### src/rtl/fir_decim_ctrl_pkg.sv
// fir_decim_ctrl_pkg: state encoding and address helpers shared by the decimator controller
package fir_decim_ctrl_pkg;
  typedef enum logic [1:0] {CLEAR = 2'd0, IDLE = 2'd1, RUN = 2'd2} state_t;
  function automatic int addr_w(input int m);
    return (m > 1) ? $clog2(m) : 1;
  endfunction
  function automatic int unsigned mod_dec(input int unsigned a, input int unsigned b, input int unsigned m);
    return (a >= b) ? a - b : a + m - b;
  endfunction
endpackage

### src/rtl/fir_decim_ctrl_if.sv
// fir_decim_ctrl_if: sample stream, delay-line RAM, coefficient ROM and MAC strobes
interface fir_decim_ctrl_if import fir_decim_ctrl_pkg::*; #(parameter int N = 8, parameter int M = 32);
  localparam int AW = addr_w(M);
  logic          in_valid;
  logic [N-1:0]  in_data;
  logic          in_ready;
  logic          ram_en;
  logic          ram_we;
  logic [AW-1:0] ram_wr_addr;
  logic [N-1:0]  ram_wr_din;
  logic [AW-1:0] ram_rd_addr;
  logic [AW-1:0] coef_addr;
  logic          mac_clr;
  logic          mac_en;
  logic          mac_last;
  modport master (
    input  in_valid, in_data,
    output in_ready, ram_en, ram_we, ram_wr_addr, ram_wr_din, ram_rd_addr, coef_addr,
           mac_clr, mac_en, mac_last
  );
  modport slave (
    output in_valid, in_data,
    input  in_ready, ram_en, ram_we, ram_wr_addr, ram_wr_din, ram_rd_addr, coef_addr,
           mac_clr, mac_en, mac_last
  );
endinterface

### src/rtl/fir_decim_tap_seq.sv
// fir_decim_tap_seq: tap sweep newest-to-oldest and the one-stage MAC strobe pipe
module fir_decim_tap_seq import fir_decim_ctrl_pkg::*; #(
  parameter int M = 32,
  localparam int AW = addr_w(M)
) (
  input  logic          clk,
  input  logic          rst,
  input  logic          start,
  input  logic          run,
  input  logic [AW-1:0] base_in,
  output logic [AW-1:0] rd_addr,
  output logic [AW-1:0] k,
  output logic          done,
  output logic          mac_clr,
  output logic          mac_en,
  output logic          mac_last
);
  logic [AW-1:0] base;
  assign done = run && k == AW'(M - 1);
  assign rd_addr = AW'(mod_dec(32'(base), 32'(k), 32'(M)));
  // strobes trail the read address by one cycle to line up with RAM/ROM data
  always_ff @(posedge clk) begin
    if (rst) begin
      k <= '0;
      base <= '0;
      mac_clr <= 1'b0;
      mac_en <= 1'b0;
      mac_last <= 1'b0;
    end else begin
      if (start) begin
        base <= base_in;
        k <= '0;
      end else if (run) begin
        k <= done ? '0 : k + 1'b1;
      end
      mac_en <= run;
      mac_clr <= run && k == '0;
      mac_last <= done;
    end
  end
endmodule

### src/rtl/fir_decim_ctrl.sv
// fir_decim_ctrl: circular delay-line writer, decimation phase counter and frame FSM
module fir_decim_ctrl import fir_decim_ctrl_pkg::*; #(
  parameter int N = 8,
  parameter int M = 32,
  parameter int D = 4
) (
  input logic clk,
  input logic rst,
  fir_decim_ctrl_if.master bus
);
  localparam int AW = addr_w(M);
  localparam int PW = (D > 1) ? $clog2(D) : 1;
  state_t state, state_nx;
  logic [AW-1:0] wp, wp_nx, rd_addr, k;
  logic [PW-1:0] phase, phase_nx;
  logic hs, start, run, done, wr, mac_clr, mac_en, mac_last;
  always_ff @(posedge clk) begin
    if (rst) begin
      state <= CLEAR;
      wp <= '0;
      phase <= '0;
    end else begin
      state <= state_nx;
      wp <= wp_nx;
      phase <= phase_nx;
    end
  end
  // wp doubles as the zero-fill address during CLEAR and ends back at 0
  always_comb begin
    hs = state == IDLE && bus.in_valid;
    run = state == RUN;
    wr = state == CLEAR || hs;
    start = hs && phase == PW'(D - 1);
    wp_nx = wr ? (wp == AW'(M - 1) ? '0 : wp + 1'b1) : wp;
    phase_nx = hs ? (start ? '0 : phase + 1'b1) : phase;
    state_nx = (state == CLEAR && wp == AW'(M - 1)) ? IDLE :
               start ? RUN :
               (run && done) ? IDLE : state;
  end
  fir_decim_tap_seq #(.M(M)) u_seq (
    .clk(clk), .rst(rst), .start(start), .run(run), .base_in(wp),
    .rd_addr(rd_addr), .k(k), .done(done),
    .mac_clr(mac_clr), .mac_en(mac_en), .mac_last(mac_last)
  );
  assign bus.in_ready = !rst && state == IDLE;
  assign bus.ram_en = !rst && (wr || run);
  assign bus.ram_we = !rst && wr;
  assign bus.ram_wr_addr = (!rst && wr) ? wp : '0;
  assign bus.ram_wr_din = (!rst && hs) ? bus.in_data : N'(0);
  assign bus.ram_rd_addr = (!rst && run) ? rd_addr : '0;
  assign bus.coef_addr = (!rst && run) ? k : '0;
  assign bus.mac_clr = !rst && mac_clr;
  assign bus.mac_en = !rst && mac_en;
  assign bus.mac_last = !rst && mac_last;
endmodule

### src/flat_wrapper.sv
// flat-port wrapper written by rule: the top's interface ports become plain ports
module fir_decim_ctrl_flat import fir_decim_ctrl_pkg::*;
#(
  parameter int N = 8,
  parameter int M = 32,
  parameter int D = 4
)
  (clk, rst, bus_in_valid, bus_in_data, bus_in_ready, bus_ram_en, bus_ram_we, bus_ram_wr_addr, bus_ram_wr_din, bus_ram_rd_addr, bus_coef_addr, bus_mac_clr, bus_mac_en, bus_mac_last);
  fir_decim_ctrl_if #(.N(N), .M(M)) bus_i ();
  input logic clk;
  input logic rst;
  input wire logic [$bits(bus_i.in_valid)-1:0] bus_in_valid;
  input wire logic [$bits(bus_i.in_data)-1:0] bus_in_data;
  output wire logic [$bits(bus_i.in_ready)-1:0] bus_in_ready;
  output wire logic [$bits(bus_i.ram_en)-1:0] bus_ram_en;
  output wire logic [$bits(bus_i.ram_we)-1:0] bus_ram_we;
  output wire logic [$bits(bus_i.ram_wr_addr)-1:0] bus_ram_wr_addr;
  output wire logic [$bits(bus_i.ram_wr_din)-1:0] bus_ram_wr_din;
  output wire logic [$bits(bus_i.ram_rd_addr)-1:0] bus_ram_rd_addr;
  output wire logic [$bits(bus_i.coef_addr)-1:0] bus_coef_addr;
  output wire logic [$bits(bus_i.mac_clr)-1:0] bus_mac_clr;
  output wire logic [$bits(bus_i.mac_en)-1:0] bus_mac_en;
  output wire logic [$bits(bus_i.mac_last)-1:0] bus_mac_last;
  assign bus_i.in_valid = bus_in_valid;
  assign bus_i.in_data = bus_in_data;
  assign bus_in_ready = bus_i.in_ready;
  assign bus_ram_en = bus_i.ram_en;
  assign bus_ram_we = bus_i.ram_we;
  assign bus_ram_wr_addr = bus_i.ram_wr_addr;
  assign bus_ram_wr_din = bus_i.ram_wr_din;
  assign bus_ram_rd_addr = bus_i.ram_rd_addr;
  assign bus_coef_addr = bus_i.coef_addr;
  assign bus_mac_clr = bus_i.mac_clr;
  assign bus_mac_en = bus_i.mac_en;
  assign bus_mac_last = bus_i.mac_last;
  fir_decim_ctrl #(.N(N), .M(M), .D(D)) u_core (.clk(clk), .rst(rst), .bus(bus_i));
endmodule
### config.mk
export PLATFORM = sky130hd
export DESIGN_NAME = fir_decim_ctrl_flat
export DESIGN_NICKNAME = d
export VERILOG_FILES = /design/src/rtl/fir_decim_ctrl_pkg.sv /design/src/rtl/fir_decim_ctrl_if.sv /design/src/rtl/fir_decim_tap_seq.sv /design/src/rtl/fir_decim_ctrl.sv /design/src/flat_wrapper.sv
export SDC_FILE = /design/constraint.sdc
export NUM_CORES = 1
export LEC_CHECK = 0
export ABC_AREA = 1
export BUFFER_PORTS_ARGS = -buffer_cell sky130_fd_sc_hd__buf_4
export CAP_MARGIN = 10
export CORE_ASPECT_RATIO = 1.2
export CORE_MARGIN = 10
export CORE_UTILIZATION = 52
export CTS_CLUSTER_DIAMETER = 150
export DETAILED_ROUTE_END_ITERATION = 10
export HOLD_SLACK_MARGIN = 0.03
export PLACE_DENSITY = 0.83
export SLEW_MARGIN = 20
export SYNTH_ARGS = -nofsm -noshare
export SYNTH_HDL_FRONTEND = slang
export SYNTH_SLANG_ARGS = --single-unit
### constraint.sdc
create_clock -name clk -period 3.04 [get_ports clk]
set_input_delay 0.152 -clock clk [delete_from_list [all_inputs] [get_ports clk]]
set_output_delay 0.152 -clock clk [all_outputs]
set_load 0.01 [all_outputs]
==> results of run 1 <==
-- Yosys cell counts (all sizes together) --
cell     n
nand2   41
nor2    40
inv     38
dfxtp   22
a21oi   16
ha      10
nand3   10
o21ai    9
nor3     3
nand4    2
xor2     2
buf      1
clkbuf   1
fa       1
xnor2    1
-- registers in the layout (all words and copies together), names as in the netlist --
register               count
u_core.u_seq.mac_clr       1
u_core.state               2
u_core.u_seq.mac_last      1
u_core.u_seq.k             5
u_core.wp                  5
u_core.u_seq.base          5
u_core.phase               2
u_core.u_seq.mac_en        1
-- through the flow --
step	setup slack [ns]	hold slack [ns]
floorplan	1.58	0.221
global placement	1.49	0.435
detailed placement	1.42	0.442
CTS	1.06	0.134
global route	0.930	0.151
finish	1.03	0.138
-- layout make-up --
type	instances	area, sq um
clock buffers	3	22.5
clock inverters	1	30.0
fillers	231	786
inverters	38	143
multi-input cells	135	747
flip-flops and latches	22	440
well taps	33	41.3
repair buffers	39	293
-- cell families after synthesis --
family	after synthesis	synth area share [%]
flip-flops	22	32.7
AO/OA/AOI/OAI	25	10.7
buffers and inverters	40	11.7
adder cells (fa/ha/maj)	11	10.8
XOR/XNOR	3	1.95
AND/OR/NAND/NOR	96	32.1
-- worst max-delay path: stages (launching register included) --
cell,delay [ns]
sky130_fd_sc_hd__dfxtp_1,0.43
sky130_fd_sc_hd__ha_1,0.17
sky130_fd_sc_hd__inv_1,0.05
sky130_fd_sc_hd__fa_1,0.40
sky130_fd_sc_hd__nand3_1,0.12
sky130_fd_sc_hd__nand3_1,0.10
sky130_fd_sc_hd__nand2_1,0.08
sky130_fd_sc_hd__nor2_1,0.04
sky130_fd_sc_hd__buf_4,0.14
-- routing by layer --
layer  up-vias  routed length (microns)
li1        687                        -
met1       589                     1370
met2        21                     1740
met3         2                      137
met4         0                       11
met5         -                        0
-- power breakdown --
| part | switching [mW] | internal, mW | total (mW) | leakage [nW] |
|---|---|---|---|---|
| clock | 0.0897 | 0.133 | 0.223 | 0.0279 |
| combinational | 0.0232 | 0.0194 | 0.0426 | 0.617 |
| sequential | 0.00443 | 0.292 | 0.296 | 0.178 |
| total | 0.117 | 0.444 | 0.562 | 0.823 |
-- how the worst min path moves through the flow --
stage / depth (start not counted) / from / slack [ns] / to
after global placement: 2 / u_core.phase[1] / 0.44 / u_core.phase[1]
final: 2 / rst / 0.14 / u_core.wp[2]
after detailed placement: 2 / u_core.phase[1] / 0.44 / u_core.phase[1]
after global routing: 2 / rst / 0.15 / u_core.wp[2]
after CTS: 2 / rst / 0.13 / u_core.wp[2]
after floorplan: 1 / rst / 0.22 / u_core.state[1]
==> metrics list, run 1 <==
* Remaining design rule violation count: 0
- For this run, global-route usage on met1 was measured as about 14%.
* Final Wtd Congestion: around 0.8
- Ant. Diodes: 0
* Max-slew violation count: 0
- Counting along the longest clock path gives a buffer depth of 2.
- The worst setup path is captured at a primary output.
- Sinks on the clock net: 22
* Kind of launch point of the worst setup path: register
* Crit path DAT: between 1.5 and 2 ns
- For this configuration, the core starts out at a cell density of 53.8%.
- In this run the worst path has a maximum fanout of 5.
- Of the cells placed in the final design, the portion with a size suffix greater than 1 is 24.8%.
* Clock latency at the later pin of the worst-skew pair: about 0.31 ns
* Input/output buffers: 39
- At the pin with the least slew margin, the transition time is approximately 0.36 ns.
- After legalization and detailed placement, the total HPWL measured between 2 and 3 mm.
- Chip height: 75.7 microns
* CP Data Required Time: 2.89 ns
- After the first detailed-routing iteration, the DRC count stood at 70.
- Most utilized layer in the global route result: met2
- Detailed-route wire length per cell: 12.0 microns
- Min-Delay Path Class: input port to register
* Via count of the first global-routing pass: ~1.3k
- Area delta synth->final: 27.6%
* Cell area after placement: 0.00166 sq mm
- The run finished with clean final reports.
- During synthesis, Yosys emitted a total of 0 warnings.
- Via-per-instance ratio: between 4 and 5
* Detailed-router iteration count before antenna repair: 4
* Worst setup slack for register-to-register paths: 1.58 ns
- First-pass GRT wire length: ~5.7 mm
- Placed cell count: ~270
* Core region area: 0.00250 sq mm
- The number of gates resized after CTS was 0.
- Critical path type: register to primary output
* Post-CTS setup-driven buffer insertion count: 0
* Met2 track demand over resource: around 27%
* Time the worst path needs with I/O delays and setup: roughly 2 ns
- Post-synthesis cell area: roughly 0.0013 sq mm
- Hold Violations, Final: 0
- Synthesized area per cell: 6.83 sq um
- Inserted Clock Buffers: 3
- After synthesis, the netlist uses 24 different library cells.
- Count of pins on the block boundary: 40
- Share of the clock period used by the worst path after layout: roughly two thirds
- For this run, the top clock speed supported by timing is approximately 500 MHz.
- Post-layout net count: about 260
- Total congestion overflow: 0
- In this run the critical register-to-register path is captured at u_core.wp[3].
- After synthesis, the cell types taking the most area are sky130_fd_sc_hd__dfxtp_1, sky130_fd_sc_hd__nor2_1, sky130_fd_sc_hd__nand2_1.
- Largest net degree at the start of global routing: 16
- Final Routed Wirelength: 3.26 mm
* Peak supply drop: approximately 220 uV
- Logic depth of the worst register-to-register path: 7
* Headroom to the max-slew limit: 76.2%
- Commonest non-fill, non-tap cells in the layout: sky130_fd_sc_hd__nor2_1, sky130_fd_sc_hd__buf_4, sky130_fd_sc_hd__nand2_1
- Fraction of the yosys area taken by sequential cells: between 30% and 40%
- Cells after synthesis: 197
* Overall die area: about 0.005 sq mm
- Final non-filler cell total: between 200 and 300
- Setup repair after global routing left no endpoint under its margin.
- Clock tree from TritonCTS: done
* Final Util: just under 70%
- Endpoint of the worst setup timing path: bus_ram_rd_addr[4]
* Clock edge transition at the registers on the reported setup and hold paths: around 0.13 ns
* Area share of the largest cell type after synthesis: roughly a third
- Worst clock skew: 0.00724 ns
- Leakage power total: roughly 0.8 nW
* Worst R2R Start: u_core.wp[0]
- The biggest area contributor in the post-synthesis netlist is sky130_fd_sc_hd__dfxtp_1.
- Total via count in the routed design: around 1.3k
- Global routing used under 10% of the available met3 tracks.
- Hold repair after CTS inserted 0 buffers.
* Final-report setup violation count: 0
* Worst setup path startpoint: u_core.u_seq.k[0]
* # H-tree levels: 1
- Power spread over the standard cell area amounts to around 330 mW/mm^2.
- The number of antenna violations at the first check in global routing is 0.
* Net Count, Synth: ~220
* Row Count: 20
* Number of synthesized register bits: 22
- The floorplan step set the die width to between 60 and 70 microns.
* Finished layout cell area: around 0.0017 sq mm
* Number of nets with antenna violations after detailed routing: 0
- Global routing usage summed across all routing layers: 13.7%
* Fin Setup TNS: 0 ns
- The design draws around 0.56 mW.
- Across the run, the number of max-cap violations was 0.
* Clock root buffer master: sky130_fd_sc_hd__clkbuf_4
(Power assumes the default switching activity.)
==> inputs of run 2 (changes only) <==
Settings changed: ABC_AREA 1 to 0, CORE_UTILIZATION 52 to 50, PLACE_DENSITY 0.83 to 0.81.
Clock period 3.04 ns to 2.05 ns, I/O delays scaled along.
==> run 2 against run 1 <==
Clock-buffer cell count rose by 1. Sequential share of layout area up 0.57 points. Combinational power is 22% higher. Flip-flop and latch count stayed put. Final area fell by 0.80%. Synthesized cell count down 20%. Critical path depth rose by 1. Register-to-register slack worse by 1.3 ns. Global-route usage shrank 1.5 points. Via count decreased by 6.4%. First-iteration DRC count is 29% lower. Largest cell class unchanged.
==> metrics list, run 2 <==
- Hold Violations, Final: 0
- Setup slack on the critical path of the routed design comes to between 0.04 and 0.05 ns.
- Peak supply drop: 343 uV
- Row Count: 20
* Count of flip-flops with a built-in enable after synthesis: 0
- Via count of the first global-routing pass: between 1k and 1.5k
- Subtracting the final worst setup slack from the clock period gives between 2 and 2.5 ns.
* Via-per-instance ratio: ~5.3
* Number of warnings issued by yosys: 0
- Largest area contributor in the netlist: sky130_fd_sc_hd__dfxtp_1
* Finished layout cell area: between 0.0015 and 0.002 sq mm
* Sinks on the clock net: 22
- For this run, the top clock speed supported by timing is between 400 and 500 MHz.
- Sum of net half-perimeters after detailed placement: between 2 and 3 mm
- The pre-antenna-repair detailed-routing pass consisted of 4 iterations.
* Leakage power total: between 0.7 and 0.8 nW
- Cells with a size suffix above 1 make up between 30% and 40% of the layout.
- Across the run, the number of max-cap violations was 0.
- Sw Share: between 20 and 25%
- The share of total power dissipated in the clock network is 32.7%.
- For this run, the share of the core covered by cells in the final layout is between 60% and 70%.
- Share of the clock period used by the worst path after layout: a little over nine tenths
- By area the synthesized netlist is led by sky130_fd_sc_hd__dfxtp_1, sky130_fd_sc_hd__ha_1, sky130_fd_sc_hd__nor2_1.
* Crit end category: primary output
- Count of pins on the block boundary: 40
* Global routing usage summed across all routing layers: between 10% and 20%
- Clock latency at the later pin of the worst-skew pair: 0.30 ns
- Unique masters post-synth: 37
* Unrepaired setup endpoints after global routing: yes
- Total via count in the routed design: roughly 1.2k
- Leaving out fill and tap cells, the most frequent cell in the layout is sky130_fd_sc_hd__buf_4.
- Combinational logic burns approximately 7% of the power.
* Filler Cell Count: between 200 and 250
- Among all cell types in the netlist, the one instantiated most often is sky130_fd_sc_hd__nor2_1.
- Post-synthesis cell area: about 0.0013 sq mm
* Min-Delay Path Class: input port to register
* Overall die area: slightly above 0.005 sq mm
* Hold bufs inserted after CTS: 0
- Core region area: ~0.0025 sq mm
- Dividing total power by cell area gives a power density of about 430 mW/mm^2.
- Cell area after placement: ~0.0016 sq mm
- The congestion estimate from routability-driven global placement came to ~0.79.
- First-pass GRT wire length: around 5.1 mm
* Power share of the sequential group: about three fifths
- Inserted Clock Buffers: 3
- In this run the worst path has a maximum fanout of 2.
- Clock root buffer master: sky130_fd_sc_hd__clkbuf_4
- In the routed design, unresolved DRC markers number 0.
* Kind of launch point of the worst setup path: register
* Clock tree from TritonCTS: done
* Largest registers: u_core.u_seq.base (5), u_core.u_seq.k (5), u_core.wp (5)
- Number of nets with antenna violations after detailed routing: 0
- Iteration-0 DRC count of the detailed router: 50
- Post-placement worst setup slack: around 0.22 ns
* # H-tree levels: 1
* Fin Setup TNS: 0 ns
- Final Routed Wirelength: about 3.2 mm
* Detailed-route wire length per cell: 14.1 microns
- Dividing the synthesized area by the synthesized cell count gives about 8.5 sq um.
- Measured along the x axis, the die boundary spans approximately 67 microns.
- Most numerous cell types in the synthesized netlist: sky130_fd_sc_hd__nor2_1, sky130_fd_sc_hd__dfxtp_1, sky130_fd_sc_hd__and2_1
* Most used DFF post-synth: sky130_fd_sc_hd__dfxtp_1
- At the pin with the least slew margin, the transition time is around 0.40 ns.
- Synthesis produced a netlist with a net count of 179.
* Worst hold slack: ~0.14 ns
- Input/output buffers: 39
- Data on the critical path arrives at its endpoint at approximately 1.9 ns.
- The initial utilization of the core area, before any placement, comes to between 50% and 60%.
- Net switching power of the design: 0.163 mW
* Chip height: ~76 microns
- At the worst endpoint, the required time is 1.95 ns.
- Clock edge transition at the registers on the reported setup and hold paths: around 0.12 ns
- Sequential cells were found to cover about a third of the synthesized design area.
- The run finished with clean final reports.
* Area delta synth->final: 28.3%
- Largest net degree at the start of global routing: 25
* Cells after synthesis: approximately 160
- Post-layout net count: 220
* Headroom to the max-slew limit: about 73%
* Worst clock skew: 0.00208 ns
- Final-report setup violation count: 0
- Ant. Diodes: 0
- Longest Clk Path Bufs: 2
- Number of antenna violations at the first check in global routing: 0
- Number of synthesized register bits: 22
* Critical path type: register to primary output
- The max-slew violation total from the final report came to 0.
- Post-synth ARST share: 0%
* Commonest non-fill, non-tap cells in the layout: sky130_fd_sc_hd__buf_4, sky130_fd_sc_hd__nor2_1, sky130_fd_sc_hd__dfxtp_1
- Area share of the largest cell type after synthesis: approximately a third
* Total congestion overflow: 0
* Cell internal power dissipation: approximately 0.57 mW
## run 2: cell count changes after synthesis, sizes merged, moves of 3 or more
cell	before	now
inv	38	10
xnor2	1	5
mux2i	0	8
nor2	40	31
nor3	3	6
nand3	10	1
and2	0	16
nand2	41	7
o21ai	9	3
buf	1	4
a21oi	16	9
nor2b	0	5
## run 2: cell families after synthesis
logic type	count (synthesis)	share of synthesized area, %
adders and majority gates	11	10.9
buffers and inverters	16	6.03
DFF	22	33.2
and+or+nand+nor	77	32.3
xor gates and xnor gates	6	3.96
muxes	8	6.03
AOI/OAI and AO/OA	17	7.54
## run 2: worst paths after layout
| path | cells after the start | startpoint | to | slack, ns |
|---|---|---|---|---|
| worst max-delay path | 9 | u_core.u_seq.base[0] | bus_ram_rd_addr[4] | 0.04 |
| worst min register to register | 2 | u_core.phase[1] | u_core.phase[1] | 0.51 |
| worst max register to register | 8 | u_core.u_seq.k[0] | u_core.u_seq.k[0] | 0.24 |
| worst min-delay path | 2 | rst | u_core.phase[0] | 0.14 |
## run 2: timing repair
item,4_1_cts,5_1_grt
pin swaps,0,5
resized for setup,3,8
gates cloned,0,0
setup buffers,0,2
setup endpoints to repair,1,2
## run 2: critical path, stage by stage (launching register included)
cell and delay, ns:
sky130_fd_sc_hd__dfxtp_2 0.34, sky130_fd_sc_hd__inv_2 0.06, sky130_fd_sc_hd__ha_4 0.13, sky130_fd_sc_hd__inv_2 0.04, sky130_fd_sc_hd__fa_2 0.37, sky130_fd_sc_hd__a21o_1 0.21, sky130_fd_sc_hd__a21oi_2 0.13, sky130_fd_sc_hd__xnor2_1 0.12
sky130_fd_sc_hd__nor2_1 0.05, sky130_fd_sc_hd__buf_4 0.16
## run 2: final cells by class
class | instances | area, sq um | area share (%)
multi-input combinational | 119 | 826 | 48.5
tap | 33 | 41.3 | 2.42
timing repair buffer | 42 | 315 | 18.5
inverter | 10 | 37.5 | 2.20
clock buffer | 4 | 36.3 | 2.13
sequential | 22 | 447 | 26.2
## run 2: stage by stage
| stage | power [mW] | std cells |
|---|---|---|
| after floorplan | 0.472 | 157 |
| after global placement | 0.501 | 224 |
| after detailed placement | 0.503 | 224 |
| after CTS | 0.732 | 228 |
| after global routing | 0.759 | 230 |
| final | 0.730 | 230 |
## run 2: power by group through the flow
stage / combinational [mW] / sequential (mW) / clock, mW
3_5_place_dp: 0.0522 / 0.450 / 0
4_1_cts: 0.0524 / 0.440 / 0.240
3_3_place_gp: 0.0502 / 0.450 / 0
2_1_floorplan: 0.0240 / 0.448 / 0
5_1_grt: 0.0594 / 0.440 / 0.260
6_report: 0.0521 / 0.440 / 0.239
## run 2: layer usage
| layer | GRT usage, % | wire length [microns] |
|---|---|---|
| met4 | 4.73 | 87 |
| met2 | 20.2 | 1570 |
| met5 | 0 | 0 |
| met1 | 12.2 | 1230 |
| met3 | 6.47 | 366 |
==> inputs of run 3 (changes only) <==
Settings changed: CORE_UTILIZATION 50 to 51, PLACE_DENSITY 0.81 to 0.82, SYNTH_HIERARCHICAL from default to 1.
==> run 3 against run 2 <==
Clock skew increased by 0.010 ns. Die area increased by 1.8%. First-iteration DRC count decreased by 4.0%. Clock-buffer cell count decreased by 1. Critical path depth decreased by 2. Via count increased by 2.3%. Register-to-register slack got worse by 0.02 ns. Critical endpoint is now bus_ram_rd_addr[3]. Highest routed layer is now met3.
==> metrics list, run 3 <==
* Run status: completed
* Count of pins on the block boundary: 40
* Detailed-route wire length per cell: between 10 and 15 microns
* Number of max-cap violations: 0
- FF-to-FF End: u_core/state[0]
- The number of clock buffers added by TritonCTS is 3.
- Longest Clk Path Bufs: 2
- Overall die area: approximately 0.0052 sq mm
* Iteration-0 DRC count of the detailed router: 48
- Net Count, Synth: around 180
* Hold Path Cell Cnt: 4
* # H-tree levels: 1
* Max-slew violation count: 0
- The worst register-to-register path has a depth of 8.
- The number of global-route vias before repair was approximately 1.3k.
- Min-Delay Path Class: input port to register
* Most used DFF post-synth: sky130_fd_sc_hd__dfxtp_1
- Detailed-router iteration count before antenna repair: 4
* Filler Cell Count: 215
- Core region area: about 0.0026 sq mm
- Largest area contributor in the netlist: sky130_fd_sc_hd__dfxtp_1
- Headroom to the max-slew limit: between 60 and 70%
- Clock tree synthesis found a total of 22 sinks.
- Most frequent standard cell in the layout excluding fill and tap cells: sky130_fd_sc_hd__buf_4
* Final non-filler cell total: roughly 230
- Leakage power total: about 0.84 nW
* Total via count in the routed design: 1244
- Wires add up to about 3.2 mm.
* Post-synthesis cell area: 0.00139 sq mm
- Synthesized area per cell: just under 9 sq um
* Hold bufs inserted after CTS: 0
- The die is a little under 80 microns tall.
* Leading cell type by number of instances after synthesis: sky130_fd_sc_hd__and2_1
* Remaining design rule violation count: 0
- At the end of routability-driven placement, the weighted congestion stood at slightly above 0.8.
* Number of warnings issued by yosys: 6
- Worst hold slack: between 0.1 and 0.15 ns
* Crit end category: primary output
- TritonCTS built the clock tree.
- The first global-routing pass estimated roughly 5.3 mm of wire.
* Clock root buffer master: sky130_fd_sc_hd__clkbuf_4
- In this run the worst path has a maximum fanout of 7.
- In this run the remaining antenna-violating nets after routing total 0.
- Ranked by total cell area, the synthesized netlist is headed by sky130_fd_sc_hd__dfxtp_1, sky130_fd_sc_hd__and2_1, sky130_fd_sc_hd__ha_1.
* Worst setup slack for register-to-register paths: approximately 0.22 ns
- For the pin with the worst max-slew slack, the measured transition is 0.596 ns.
* Final-report setup violation count: 0
- Area delta synth->final: 30.3%
* Fraction of the yosys area taken by sequential cells: between 30% and 40%
* Peak Freq: approximately 500 MHz
- Finished layout cell area: ~0.0018 sq mm
- Clock latency at the later pin of the worst-skew pair: just over 0.3 ns
* Cells after synthesis: 160
* Peak supply drop: between 500 and 600 uV
- Cell area after placement: 0.00170 sq mm
* Largest net degree at the start of global routing: 28
- After clock tree synthesis, the clock-pin slew on the worst setup and hold paths is about 0.13 ns.
- Time the worst path needs with I/O delays and setup: ~2 ns
* Power density over cell area: 452 mW/mm^2
- Setup repair after global routing could not meet its margin everywhere.
- Worst clock skew: 0.0123 ns
- Dividing the final minimum period by the clock period gives between 90 and 100%.
* Hold worst-path end: u_core/phase[0]
- Critical path type: register to primary output
- In the final layout, the share of cells above drive strength 1 is between 30% and 40%.
* Post-synth ARST share: 0%
- Summed over all layers, the global routing overflow is 0.
* Width of the die: a little under 70 microns
* Input/output buffers: 39
- Dividing the detail-routed via count by the number of cells gives roughly 5.3.
- Leaving out fill and tap cells, the most frequent cells in the layout are sky130_fd_sc_hd__buf_4, sky130_fd_sc_hd__and2_1, sky130_fd_sc_hd__dfxtp_1.
- Sum of net half-perimeters after detailed placement: between 2 and 3 mm
- In this run the critical register-to-register path is launched from u_core/u_seq/k[0].
* Crit path DAT: 1.88 ns
- Hold path start: bus_in_valid
- The commonest cells after synthesis are sky130_fd_sc_hd__and2_1, sky130_fd_sc_hd__dfxtp_1, sky130_fd_sc_hd__nor2_1.
- The number of antenna diodes in the final layout is 0.
- Counting flops with a built-in enable in the synthesized netlist gives 0.
* Post-layout net count: around 220
- Row Count: 20
* Unique masters post-synth: slightly above 40
- In the global route stage, overall resource usage came out at 12.1%.
- The top cell type by area accounts for 31.7% of the synthesized area.
* Number of antenna violations at the first check in global routing: 0
- For the worst setup path, the data required time is about 2.0 ns.
- Largest registers: u_core/u_seq/base (5), u_core/u_seq/k (5), u_core/wp (5)
* Hold Violations, Final: 0
- Effective utilization at floorplan: a little over half
- Synthesis inferred 22 register bits.
* Placed cell count: about 230
- Kind of launch point of the worst setup path: register
[run 3: cell count changes after synthesis, moves of 3 or more]
cell	change
sky130_fd_sc_hd__a21oi_1	+4
sky130_fd_sc_hd__and2_1	+7
sky130_fd_sc_hd__nand2_1	-5
sky130_fd_sc_hd__nor2_1	-14
sky130_fd_sc_hd__nor3_1	-3
sky130_fd_sc_hd__nor3_2	+3
[run 3: per-layer routing]
layer  global-route usage [%]  up-vias  wire length, microns
li1                         -      625                     -
met5                        0        -                     0
met4                     2.26        0                     0
met3                     3.20        0                   194
met1                     12.4      591                  1250
met2                     23.2       28                  1780
[run 3: metrics by stage]
step,total power [mW],TNS (ns),utilization [%],worst slack [ns]
after global placement,0.501,0,66.1,0.312
after CTS,0.828,0,68.4,0.00259
after global routing,0.850,-0.107,70.1,-0.0886
after floorplan,0.471,0,-,0.426
after detailed placement,0.502,0,66.1,0.250
final,0.818,0,70.1,0.0625
[run 3: kinds of logic after synthesis]
group,count (synthesis),synth area share [%]
AND/OR/NAND/NOR,76,35.5
buffers and inverters,17,5.41
multiplexers,7,5.05
AO/OA/AOI/OAI,22,8.66
flip-flops,22,31.7
XOR/XNOR,5,3.16
adder cells (fa/ha/maj),11,10.5
[run 3: layout make-up]
| class | count | area, sq um | area share, % |
|---|---|---|---|
| clock buffers | 3 | 22.5 | 1.25 |
| well taps | 33 | 41.3 | 2.28 |
| inverters | 11 | 41.3 | 2.28 |
| multi-input cells | 121 | 898 | 49.7 |
| clock inverters | 1 | 30.0 | 1.66 |
| repair buffers | 43 | 327 | 18.1 |
| flip-flops and latches | 22 | 448 | 24.8 |
[run 3: worst max path at each step]
stage,start,slack (ns),end
after global placement,u_core/u_seq/k[0],0.31,bus_ram_rd_addr[4]
final,u_core/u_seq/k[2],0.06,bus_ram_rd_addr[3]
after detailed placement,u_core/u_seq/k[0],0.25,bus_ram_rd_addr[4]
after CTS,u_core/u_seq/k[0],0.003,bus_ram_rd_addr[4]
after global routing,u_core/u_seq/k[2],-0.09,bus_ram_rd_addr[3]
after floorplan,u_core/u_seq/k[0],0.43,bus_ram_rd_addr[4]
[run 3: worst max-delay path, cell delays in order (launching register included)]
cell and delay [ns]:
sky130_fd_sc_hd__dfxtp_2 0.41, sky130_fd_sc_hd__inv_1 0.07, sky130_fd_sc_hd__ha_1 0.39, sky130_fd_sc_hd__nand2_1 0.07
sky130_fd_sc_hd__o21ai_0 0.22, sky130_fd_sc_hd__xor2_1 0.17, sky130_fd_sc_hd__and2_1 0.13, sky130_fd_sc_hd__buf_4 0.11
[run 3: power by group]
part	internal (mW)	switching (mW)
logic	0.0283	0.0234
registers	0.431	0.00739
clock network	0.198	0.130
total	0.657	0.161
[run 3: repair_timing]
item	4_1_cts	5_1_grt
setup endpoints to repair	1	2
gates resized for setup	3	9
setup buffers	0	2
pin swaps	0	4
